$ cat config.mk
export PLATFORM = sky130hd
export DESIGN_NAME = mem_bus_arbiter
export DESIGN_NICKNAME = d
export VERILOG_FILES = /design/src/rtl/mem_bus_arbiter.sv
export SDC_FILE = /design/constraint.sdc
export NUM_CORES = 1
export LEC_CHECK = 0
export ABC_AREA = 1
export CAP_MARGIN = 10
export CORE_AREA = 4 4 119 121
export DETAILED_ROUTE_END_ITERATION = 10
export DIE_AREA = 0 0 123 125
export PLACE_DENSITY = 0.62
export SLEW_MARGIN = 20
export SYNTH_ARGS = -nofsm -noshare
export SYNTH_HDL_FRONTEND = slang
export SYNTH_SLANG_ARGS = --single-unit
$ cat constraint.sdc
create_clock -name clk -period 3.1 [get_ports clk]
set_clock_uncertainty 0.15 [all_clocks]
set_input_delay 0.93 -clock clk [delete_from_list [all_inputs] [get_ports clk]]
set_output_delay 0.93 -clock clk [all_outputs]
set_load 0.01 [all_outputs]
$ cat src/rtl/mem_bus_arbiter.sv
// Two-master round-robin arbiter for the PicoRV32 native memory bus; one grant per transaction.
// Optional slave watchdog enabled by defining ARB_TIMEOUT_EN (TIMEOUT_CYCLES sets its limit).
module mem_bus_arbiter #(
    parameter int unsigned TIMEOUT_CYCLES = 16
) (
    input  logic        clk,
    input  logic        resetn,
    input  logic        m0_valid,
    input  logic        m0_instr,
    input  logic [31:0] m0_addr,
    input  logic [31:0] m0_wdata,
    input  logic [3:0]  m0_wstrb,
    output logic        m0_ready,
    output logic [31:0] m0_rdata,
    input  logic        m1_valid,
    input  logic        m1_instr,
    input  logic [31:0] m1_addr,
    input  logic [31:0] m1_wdata,
    input  logic [3:0]  m1_wstrb,
    output logic        m1_ready,
    output logic [31:0] m1_rdata,
    output logic        s_valid,
    output logic        s_instr,
    output logic [31:0] s_addr,
    output logic [31:0] s_wdata,
    output logic [3:0]  s_wstrb,
    input  logic        s_ready,
    input  logic [31:0] s_rdata,
    output logic        owner,
    output logic        err
);

    typedef enum logic {
        ST_IDLE = 1'b0,
        ST_BUSY = 1'b1
    } state_t;

    state_t      state_q, state_d;
    logic        owner_q, owner_d;
    logic        last_owner_q, last_owner_d;
    logic        busy_s;
    logic        timeout_s;
    logic        done_s;
    logic [31:0] rdata_s;

    if (TIMEOUT_CYCLES < 32'd2 || TIMEOUT_CYCLES > 32'd255) begin : g_bad_timeout
        $error("mem_bus_arbiter: TIMEOUT_CYCLES must be within 2..255");
    end

    assign busy_s = (state_q == ST_BUSY);
    assign done_s = busy_s && (s_ready || timeout_s);

`ifdef ARB_TIMEOUT_EN
    localparam logic [7:0] TO_LAST = 8'(TIMEOUT_CYCLES - 32'd1);

    logic [7:0] cnt_q, cnt_d;

    // A stuck slave is released on the last allowed BUSY cycle; a real s_ready takes priority.
    assign timeout_s = busy_s && !s_ready && (cnt_q == TO_LAST);
    assign err       = timeout_s;

    // Watchdog count: cleared while idle so every grant starts from zero.
    always_comb begin
        cnt_d = cnt_q;
        if (!busy_s) begin
            cnt_d = 8'd0;
        end else if (!s_ready) begin
            cnt_d = cnt_q + 8'd1;
        end else begin
            cnt_d = cnt_q;
        end
    end

    // Watchdog counter register.
    always_ff @(posedge clk or negedge resetn) begin
        if (!resetn) begin
            cnt_q <= 8'd0;
        end else begin
            cnt_q <= cnt_d;
        end
    end
`else
    assign timeout_s = 1'b0;
    assign err       = 1'b0;
`endif

    // Grant selection and transaction sequencing; ties go to the master that did not win last.
    always_comb begin
        state_d      = state_q;
        owner_d      = owner_q;
        last_owner_d = last_owner_q;
        case (state_q)
            ST_IDLE: begin
                if (m0_valid && m1_valid) begin
                    state_d = ST_BUSY;
                    owner_d = ~last_owner_q;
                end else if (m0_valid) begin
                    state_d = ST_BUSY;
                    owner_d = 1'b0;
                end else if (m1_valid) begin
                    state_d = ST_BUSY;
                    owner_d = 1'b1;
                end else begin
                    state_d = ST_IDLE;
                end
            end
            ST_BUSY: begin
                if (done_s) begin
                    state_d      = ST_IDLE;
                    last_owner_d = owner_q;
                end else begin
                    state_d = ST_BUSY;
                end
            end
            default: begin
                state_d = ST_IDLE;
            end
        endcase
    end

    // Arbiter state registers; last_owner resets to 1 so master 0 wins the first tie.
    always_ff @(posedge clk or negedge resetn) begin
        if (!resetn) begin
            state_q      <= ST_IDLE;
            owner_q      <= 1'b0;
            last_owner_q <= 1'b1;
        end else begin
            state_q      <= state_d;
            owner_q      <= owner_d;
            last_owner_q <= last_owner_d;
        end
    end

    assign rdata_s = timeout_s ? 32'hDEAD_BEEF : s_rdata;

    assign s_valid  = busy_s;
    assign s_instr  = owner_q ? m1_instr : m0_instr;
    assign s_addr   = owner_q ? m1_addr  : m0_addr;
    assign s_wdata  = owner_q ? m1_wdata : m0_wdata;
    assign s_wstrb  = owner_q ? m1_wstrb : m0_wstrb;

    assign m0_ready = done_s && !owner_q;
    assign m1_ready = done_s && owner_q;
    assign m0_rdata = owner_q ? 32'h0000_0000 : rdata_s;
    assign m1_rdata = owner_q ? rdata_s : 32'h0000_0000;
    assign owner    = owner_q;

endmodule
==> impl_results.md <==
- Status: finished clean
- CP max stage cell: clkdlybuf4s50_1
- RSZ-0062 raised after global routing: false
- Core area: 13100 µm²
- Top FF cell, synth: dfrtp_1
- GRT overflow: 0
- Slew Limit Fails: 0
- Max clock buf depth: 2
- Share of the yosys chip area belonging to registers: 4.84%
- Post-Syn Instances: 375
- Avg WL per Cell: 11.9 µm
- Power Total: 2.54 mW
- Fmax: 0.340 GHz
- Crit-path leading delay family: buffers and inverters
- Finished Layout Cells: 851
- Die Y: 125 µm
- Max Cap Viol: 0
- Post-Place Cells: 847
- CTS buffer count: 3
- # port buffers: 311
- Initial antenna violation count: 0
- HPWL Detailed: 8.77 mm
- Peak VDD IR: 228 µV
- Crit-path max cell delay: 480 ps
- Clk sinks: 3
- CP max FO: 3
- Share of cells above drive strength 1: 6.52%
- Hold Path Class: reg -> reg
- Startpoint types: primary input
- H-tree lvl count: 1
- Initial Util: 12.1%
- Final hold viol count: 0
- N_diodes: 0
- Storage cell area: 80.1 µm²
- Cell with the most instances after synthesis: nand2_1
- Mapped Avg Cell Area: 4.21 µm²
- Die W: 123 µm
- Largest net degree at the start of global routing: 40
- Arr. time, crit path: 1860 ps
- Drt pass-1 iters: 4
- WL final: 10.1 mm
- Synthesized area: 1580 µm²
- FILL cells: 1453
- Synth-to-Final Area Change: 204%
- Via count: 3039
- Die area: 15400 µm²
- Final period util: 94.9%
- Clock root cell: clkbuf_16
- Total GRT Usage: 11.6%
- Synth top cells by count: 234 x nand2_1, 45 x inv_1, 34 x nor2_1, 21 x inv_2, 15 x buf_2
- Crit path kind: in -> out
- Drt initial violations: 75
- Crit path time final: 2940 ps
- Worst-Skew Late Latency: 220 ps
- FFs w/ async S/R, synth: 100%
- Number of flops mapped to enable cells by yosys: 0
- Setup TNS Final: 0 ps
- Footprint of the multi-input gates: 1090 µm²
- Ports: 313
- Area share of the largest cell type after synthesis: 55.7%
- Worst-path cell chain: clkdlybuf4s50_1 -> nand2_1 -> nor2_1 -> dlygate4sd2_1
- Worst Path Required: 2020 ps
- RD Place Congestion: 0.798
- Via density: 3.57
- Clk pin slew, worst setup/hold paths: 30 ps
- Vias in the first global route: 2817
- Global-route wire length before repair: 14.4 mm
- Static Leakage: 2.83 nW
- Residual DRC count: 0
- Final core occ: 36.6%
- Synth top area cells: nand2_1 56%, inv_1 11%, nor2_1 8.1%, inv_2 5.0%, buf_2 4.8%
- WP buf/inv: 2
- Post-route antenna net violation count: 0
- PwrDens: 531 nW/µm²
- Syn. warnings: 0
- Post-synth cell types: 14
- Yosys reg bits: 3
- CTS tree: done
- Final Net Count: 851
- Yosys top cell by area: nand2_1
- Post-synth net total: 550
- Worst setup EP type: output port
- Final Setup Violations: 0
- Row cnt: 42
state kept, by name, summed over array words and instances, names as in the netlist:
register / cells
last_owner_q: 1
owner: 1
s_valid: 1
final timing paths:
| path | from | cells past startpoint | slack [ps] | end |
|---|---|---|---|---|
| max | s_ready | 4 | 160 | m0_ready |
| min reg2reg | last_owner_q | 2 | 360 | last_owner_q |
| min in group asynchronous | resetn | 1 | 750 | s_valid |
| min | last_owner_q | 2 | 360 | last_owner_q |
| max reg2reg | owner | 3 | 1920 | last_owner_q |
| max in group asynchronous | resetn | 1 | 1830 | last_owner_q |
per-layer routing:
layer  wire length [µm]  part of all wire (%)  track usage (%)
met3               1570                    16             5.69
met5                  0                     0                0
met4                 23                  0.23            0.847
met2               4970                    49             22.2
met1               3560                    35             11.6
area by class of cell:
| class | instances | share of cell area [%] |
|---|---|---|
| clock buffer | 4 | 1.65 |
| inverter | 66 | 5.17 |
| multi-input combinational | 283 | 22.8 |
| sequential | 3 | 1.67 |
| tap | 176 | 4.60 |
| timing repair buffer | 319 | 64.1 |
through the flow:
step                worst slack [ps]  cell area (µm²)  hold WS (ps)
floorplan                        851             1580           317
global placement                -124             4880           334
detailed placement              -119             4880           338
CTS                            0.383             4790           365
global route                    81.4             4790           389
finish                           158             4790           360
power by group:
group | leakage (nW) | internal (mW) | switching, mW
sequential | 0.0330 | 0.0631 | 0.0162
clock | 0.0382 | 0.170 | 0.0342
combinational | 2.76 | 1.05 | 1.21
cell families after synthesis:
logic type | after synthesis | synth area share (%)
AOI/OAI and AO/OA | 3 | 0.951
buffers and inverters | 89 | 25.9
DFF | 3 | 4.84
other | 1 | 0.238
and+or+nand+nor | 279 | 68.0
cells in the final DEF, fill, tap and decap left out:
cell type	count
buf_12	5
buf_4	3
clkbuf_1	1
clkbuf_16	3
clkdlybuf4s50_1	176
conb_1	1
dfrtp_1	1
dfrtp_4	1
dfstp_2	1
dlygate4sd2_1	134
dlymetal6s2s_1	1
inv_1	45
inv_2	21
nand2_1	234
nand2_2	10
nand3_1	1
nor2_1	34
o21ai_0	3
worst min-delay path: stages (launching register included):
cell,delay [ps]
dfstp_2,360
nand2_1,50
o21ai_0,80
repair_timing:
item                                    4_1_cts  5_1_grt
resized for setup                           134        1
endpoints found under the setup margin      134        1
hold buffers                                  0        0
setup buffers                                 0        0
pin swaps                                     0        0
Power figures use the tool's default switching activity.
